==> config.mk <==
export PLATFORM = sky130hd
export DESIGN_NAME = cdc_2phase_rx_buffered
export DESIGN_NICKNAME = d
export VERILOG_FILES = /design/src/rtl/cdc_2phase_rx_pkg.sv /design/src/rtl/cdc_2phase_rx_fifo.sv /design/src/rtl/cdc_2phase_rx_buffered.sv
export SDC_FILE = /design/constraint.sdc
export NUM_CORES = 1
export LEC_CHECK = 0
export CORE_MARGIN = 8
export CORE_UTILIZATION = 44
export CTS_CLUSTER_SIZE = 28
export DETAILED_ROUTE_END_ITERATION = 10
export DONT_BUFFER_PORTS = 1
export GPL_TIMING_DRIVEN = 0
export PLACE_DENSITY = 0.61
export SYNTH_ARGS = -nofsm -noshare
export SYNTH_HDL_FRONTEND = slang
export SYNTH_HIERARCHICAL = 1
export SYNTH_SLANG_ARGS = --single-unit
export TNS_END_PERCENT = 50
==> constraint.sdc <==
create_clock -name clk_i -period 2.7 [get_ports clk_i]
set_clock_uncertainty 0.15 [all_clocks]
set_input_delay 0.54 -clock clk_i [delete_from_list [all_inputs] [get_ports clk_i]]
set_output_delay 0.54 -clock clk_i [all_outputs]
set_load 0.01 [all_outputs]
==> src/rtl/cdc_2phase_rx_pkg.sv <==
// Shared constants and helpers for the two-phase CDC receiver.
package cdc_2phase_rx_pkg;

  localparam int unsigned DropCntWidth = 16;

  // Width needed to hold an occupancy value in the range 0..depth.
  function automatic int unsigned fill_width(input int unsigned depth);
    return $clog2(depth + 32'd1);
  endfunction

endpackage

==> src/rtl/cdc_2phase_rx_fifo.sv <==
// Register-based FIFO behind the CDC receiver.
//   clk_i, rst_ni : clock, synchronous active-low reset
//   flush_i       : drop all contents (pointers back to 0)
//   push_i/data_i : write one item (caller guarantees !full_o)
//   pop_i         : advance the read pointer (caller guarantees !empty_o)
//   data_o        : storage at the read pointer (no fall-through)
//   full_o/empty_o/fill_o : status derived from the wrap-bit pointers
module cdc_2phase_rx_fifo
  import cdc_2phase_rx_pkg::*;
#(
  parameter int unsigned DATA_WIDTH = 32,
  parameter int unsigned DEPTH      = 4
) (
  input  logic                           clk_i,
  input  logic                           rst_ni,
  input  logic                           flush_i,
  input  logic                           push_i,
  input  logic [DATA_WIDTH-1:0]          data_i,
  input  logic                           pop_i,
  output logic [DATA_WIDTH-1:0]          data_o,
  output logic                           full_o,
  output logic                           empty_o,
  output logic [fill_width(DEPTH)-1:0]   fill_o
);

  localparam int unsigned AddrWidth = $clog2(DEPTH);
  localparam int unsigned PtrWidth  = AddrWidth + 1;
  localparam int unsigned FillWidth = fill_width(DEPTH);

  logic [PtrWidth-1:0]   wr_ptr_q, wr_ptr_d;
  logic [PtrWidth-1:0]   rd_ptr_q, rd_ptr_d;
  logic [DATA_WIDTH-1:0] mem_q [DEPTH];
  logic [DATA_WIDTH-1:0] mem_d [DEPTH];

  // Next-state for storage and pointers; flush overrides push/pop.
  always_comb begin
    wr_ptr_d = wr_ptr_q;
    rd_ptr_d = rd_ptr_q;
    mem_d    = mem_q;
    if (flush_i) begin
      wr_ptr_d = '0;
      rd_ptr_d = '0;
    end else begin
      if (push_i) begin
        mem_d[wr_ptr_q[AddrWidth-1:0]] = data_i;
        wr_ptr_d = wr_ptr_q + PtrWidth'(1);
      end
      if (pop_i) begin
        rd_ptr_d = rd_ptr_q + PtrWidth'(1);
      end
    end
  end

  always_ff @(posedge clk_i) begin
    if (!rst_ni) begin
      wr_ptr_q <= '0;
      rd_ptr_q <= '0;
      for (int unsigned i = 0; i < DEPTH; i++) begin
        mem_q[i] <= '0;
      end
    end else begin
      wr_ptr_q <= wr_ptr_d;
      rd_ptr_q <= rd_ptr_d;
      mem_q    <= mem_d;
    end
  end

  // Same address with differing wrap bits means the writer lapped the reader.
  assign full_o  = (wr_ptr_q[AddrWidth-1:0] == rd_ptr_q[AddrWidth-1:0]) &&
                   (wr_ptr_q[AddrWidth] != rd_ptr_q[AddrWidth]);
  assign empty_o = (wr_ptr_q == rd_ptr_q);
  assign fill_o  = FillWidth'(wr_ptr_q - rd_ptr_q);
  assign data_o  = mem_q[rd_ptr_q[AddrWidth-1:0]];

endmodule

==> src/rtl/cdc_2phase_rx_buffered.sv <==
// Destination half of a two-phase req/ack/data CDC link with a local FIFO.
// Each request edge is synchronized, its data captured into the FIFO, and the
// acknowledge toggled on capture, so downstream backpressure only stalls the
// source once the FIFO is full.
//   clk_i, rst_ni   : receiver clock, synchronous active-low reset
//   clear_i         : one-cycle flush; drops FIFO contents and any pending item
//   async_req_i     : two-phase request from the source domain
//   async_ack_o     : two-phase acknowledge back to the source (registered)
//   async_data_i    : source data, stable while a request is outstanding
//   data_o/valid_o/ready_i : FIFO head with valid/ready handshake
//   fill_o          : FIFO occupancy
//   drop_cnt_o      : saturating count of items discarded by clear
// Build option: define CDC_2PHASE_RX_DROP_CNT_EN to implement the drop counter;
// otherwise drop_cnt_o is tied to zero.
module cdc_2phase_rx_buffered
  import cdc_2phase_rx_pkg::*;
#(
  parameter int unsigned DATA_WIDTH  = 32,
  parameter int unsigned DEPTH       = 4,
  parameter int unsigned SYNC_STAGES = 3
) (
  input  logic                          clk_i,
  input  logic                          rst_ni,
  input  logic                          clear_i,
  input  logic                          async_req_i,
  output logic                          async_ack_o,
  input  logic [DATA_WIDTH-1:0]         async_data_i,
  output logic [DATA_WIDTH-1:0]         data_o,
  output logic                          valid_o,
  input  logic                          ready_i,
  output logic [fill_width(DEPTH)-1:0]  fill_o,
  output logic [DropCntWidth-1:0]       drop_cnt_o
);

  (* async_reg = "true", dont_touch = "true" *)
  logic [SYNC_STAGES-1:0] sync_q;
  logic [SYNC_STAGES-1:0] sync_d;
  logic req_q, req_d;
  logic ack_q, ack_d;
  logic pending;
  logic push;
  logic pop;
  logic full;
  logic empty;

  // Request synchronizer, capture/ack control and pop qualification.
  always_comb begin
    sync_d  = {sync_q[SYNC_STAGES-2:0], async_req_i};
    req_d   = sync_q[SYNC_STAGES-1];
    pending = (req_q != ack_q);
    push    = pending && !full && !clear_i;
    valid_o = !empty && !clear_i;
    pop     = valid_o && ready_i;
    ack_d   = ack_q;
    if (clear_i) begin
      // Absorb (and thereby drop) whatever request has reached req_q.
      ack_d = req_q;
    end else if (push) begin
      ack_d = ~ack_q;
    end
  end

  always_ff @(posedge clk_i) begin
    if (!rst_ni) begin
      sync_q <= '0;
      req_q  <= 1'b0;
      ack_q  <= 1'b0;
    end else begin
      sync_q <= sync_d;
      req_q  <= req_d;
      ack_q  <= ack_d;
    end
  end

  assign async_ack_o = ack_q;

  cdc_2phase_rx_fifo #(
    .DATA_WIDTH (DATA_WIDTH),
    .DEPTH      (DEPTH)
  ) u_fifo (
    .clk_i   (clk_i),
    .rst_ni  (rst_ni),
    .flush_i (clear_i),
    .push_i  (push),
    .data_i  (async_data_i),
    .pop_i   (pop),
    .data_o  (data_o),
    .full_o  (full),
    .empty_o (empty),
    .fill_o  (fill_o)
  );

`ifdef CDC_2PHASE_RX_DROP_CNT_EN
  localparam int unsigned SumWidth = DropCntWidth + 1;

  logic [DropCntWidth-1:0] drop_cnt_q, drop_cnt_d;
  logic [SumWidth-1:0]     drop_sum;

  // Items lost on clear: everything stored plus the one pending request.
  always_comb begin
    drop_sum   = SumWidth'(drop_cnt_q) + SumWidth'(fill_o) + SumWidth'(pending);
    drop_cnt_d = drop_cnt_q;
    if (clear_i) begin
      drop_cnt_d = drop_sum[DropCntWidth] ? '1 : drop_sum[DropCntWidth-1:0];
    end
  end

  always_ff @(posedge clk_i) begin
    if (!rst_ni) begin
      drop_cnt_q <= '0;
    end else begin
      drop_cnt_q <= drop_cnt_d;
    end
  end

  assign drop_cnt_o = drop_cnt_q;
`else
  assign drop_cnt_o = '0;
`endif

endmodule

==> flow_summary.ini <==
[critical_path]
end_kind = primary output
cp.required_ps = 2010
arrival_ps = 1880
crit_start = u_fifo/rd_ptr_q[1]$_SDFFE_PP0P_
critical_path_class = reg2out
crit-reg2reg-launch = u_fifo/rd_ptr_q[1]$_SDFFE_PP0P_
path_max_fanout = 10
cp-start-kind = flop

[yosys]
synthDistinctLibCells = 25
postSynthCellCount = 568
yosysSeqAreaShare = 0.445
netlist_area_um2 = 6250
yosysWarnings = 6
syn_avg_cell_area_um2 = 11.0
synth-seq-cells = 139

[power]
p_leak_uw = 0.00325
power.density_nw_per_um2 = 627
ir_worst_vdd_v = 0.000400

[grt]
grt_overflow_total = 0
grt_max_degree = 17
grt_pass1_vias = 4470
grt_antenna_before_repair = 0
grt_pass1_wl_um = 24000
grt.total_usage = 0.171

[cells_and_area]
stdcell_count = 795
drive_gt1_frac = 0.189
finish.utilization = 0.514
antenna_cells = 0
area_delta_synth_final_pct = 14.1
fill_cells = 1249
nets = 647

[floorplan]
initial_utilization = 0.450
fp.dieH_um = 135
die_area_um2 = 18300
die_w_um = 135
rows = 43
ios = 90
coreArea_um2 = 13900

[detailed_routing]
wl_met3_um = 720
via_per_inst = 5.14
routedWlPerCell_um = 18.7
m1WireLength_um = 6520
drt_iter0_drc = 203
wl_um = 14900
post-route-drc-count = 0
wl_met2_um = 7460
vias = 4083
dr.max_layer_used = met4
drt_pass1_iterations = 4
drt.antenna.violating_nets = 0

[outcome]
status = completed

[sta]
max-slew-margin-rel = 0.564
hold-worst-slack_ps = 95.6
period_needed_ps = 2570
slew_viol_final = 0
final-setup-viol-count = 0
rsz0062_at_grt = no
period_share = 0.953
fmax_ghz = 0.389
finalHoldViolCount = 0
worst_pin_slew_ps = 653
tns_ps = 0
worst_slack_ps = 127

[cts]
clock_sinks = 139
clk_pin_slew_ps = 50
clock_latency_ps = 410
cts_root_buf = clkbuf_16
cts_tree = done
cts_buffer_depth = 2
htreeDepth = 4
numCtsBuffers = 17

[place]
dp_cells = 763
gp_congestion = 0.784
pre_cts_slack_ps = 147
io_buffers = 0
dpl.hpwl_um = 10400

[min_path]
worstHoldPathType = in2reg
hp-start = rst_ni

[run]
drv_cap = 0
[cells by family (layout without fill, tap and decap cells)]
kind of cell / count (synthesis) / count (layout) / share of synthesized area
compound gates: 4 / 4 / 0.00480
fa+ha+maj: 8 / 8 / 0.0172
simple gates: 184 / 184 / 0.118
other cells: 1 / 16 / 0.000600
buf+inv: 64 / 96 / 0.0818
xor+xnor: 5 / 5 / 0.00700
mux: 163 / 163 / 0.325
flops: 139 / 139 / 0.445
[worst paths after layout]
| check | endpoint | slack [ps] | cells past startpoint |
|---|---|---|---|
| max reg2reg | u_fifo/mem_q[90]$_SDFFE_PN0P_ | 220 | 12 |
| min reg2reg | req_q$_SDFF_PN0_ | 280 | 1 |
| max | fill_o[2] | 130 | 5 |
| min | sync_q[2]$_SDFF_PN0_ | 100 | 1 |
[worst max-delay path: stages, from the launching register on]
cell and delay, ps:
dfxtp_1 350, buf_6 200, buf_12 170, inv_1 80, fa_1 430, xnor2_2 230
[per-layer routing]
| metal | up-vias | GRT usage |
|---|---|---|
| li1 | 1970 | - |
| met1 | 2013 | 0.194 |
| met2 | 82 | 0.294 |
| met3 | 18 | 0.0534 |
| met4 | 0 | 0.0648 |
| met5 | - | 0 |
[area by class of cell]
type                    instances  area, um2  share of cell area
plain buffers                  59        498              0.0698
clock buffers                  25        495              0.0694
clock inverters                 7       87.6              0.0123
inverters                       5       18.8             0.00263
multi-input cells             380       3030               0.424
flip-flops and latches        139       2780               0.390
well taps                     180        225              0.0316
[where the power goes]
part           internal [uW]  switching [uW]  leakage (uW)
clock network           1450             819      0.000287
logic                   43.9             103       0.00184
registers               2060            2.40       0.00112
[what timing repair did]
item                                    in CTS  in global routing
hold endpoints to repair                     0                  0
hold buffers                                 0                  0
resized for setup                            0                  4
endpoints found under the setup margin       0                 64
setup buffers                                0                  0
[flip-flops by register name, summed over array words and instances (netlist names)]
register         cells
async_ack_o          1
req_q                1
sync_q               3
u_fifo/mem_q       128
u_fifo/rd_ptr_q      3
u_fifo/wr_ptr_q      3
[metrics by stage]
stage | total power (uW) | cell area (um2)
global placement | 2250 | 6530
detailed placement | 2250 | 6530
floorplan | 2210 | 6310
CTS | 4530 | 7120
global route | 4640 | 7130
finish | 4480 | 7130
[cells in the final DEF (no fill, tap or decap), types with 2 or more instances in the layout]
| master | synthesis | final |
|---|---|---|
| ha_1 | 7 | 7 |
| buf_12 | 5 | 6 |
| buf_2 | 14 | 14 |
| a21bo_2 | 2 | 2 |
| mux4_2 | 32 | 32 |
| nor2_1 | 6 | 5 |
| clkinv_2 | 0 | 4 |
| dfxtp_1 | 139 | 139 |
| clkbuf_8 | 0 | 4 |
| buf_6 | 13 | 13 |
| nand3b_1 | 5 | 5 |
| and2_1 | 5 | 5 |
| clkbuf_16 | 0 | 17 |
| nand2_1 | 163 | 163 |
| inv_1 | 5 | 5 |
| conb_1 | 1 | 16 |
| a21oi_1 | 2 | 2 |
| buf_4 | 17 | 17 |
| mux2i_1 | 131 | 131 |
| clkbuf_1 | 9 | 13 |
| xnor2_1 | 4 | 3 |
| bufinv_16 | 0 | 2 |
[synth_stat cells]
library cell  number  share of area
buf_8              1         0.0024
nand2b_1           1         0.0010
nor2_1             6         0.0036
nor2b_1            2         0.0020
buf_2             14          0.011
mux2i_1          131           0.21
inv_1              5         0.0030
ha_1               7          0.014
clkbuf_1           9         0.0054
conb_1             1        0.00060
dfxtp_1          139           0.45
mux4_2            32           0.12
and3b_1            1         0.0014
nand3b_1           5         0.0060
xnor2_1            4         0.0056
nand2_1          163          0.098
a21oi_1            2         0.0016
buf_4             17          0.020
buf_12             5          0.016
and2_1             5         0.0050
xor2_1             1         0.0014
nor3_2             1         0.0016
fa_1               1         0.0032
buf_6             13          0.023
a21bo_2            2         0.0032
(Power assumes the default switching activity.)
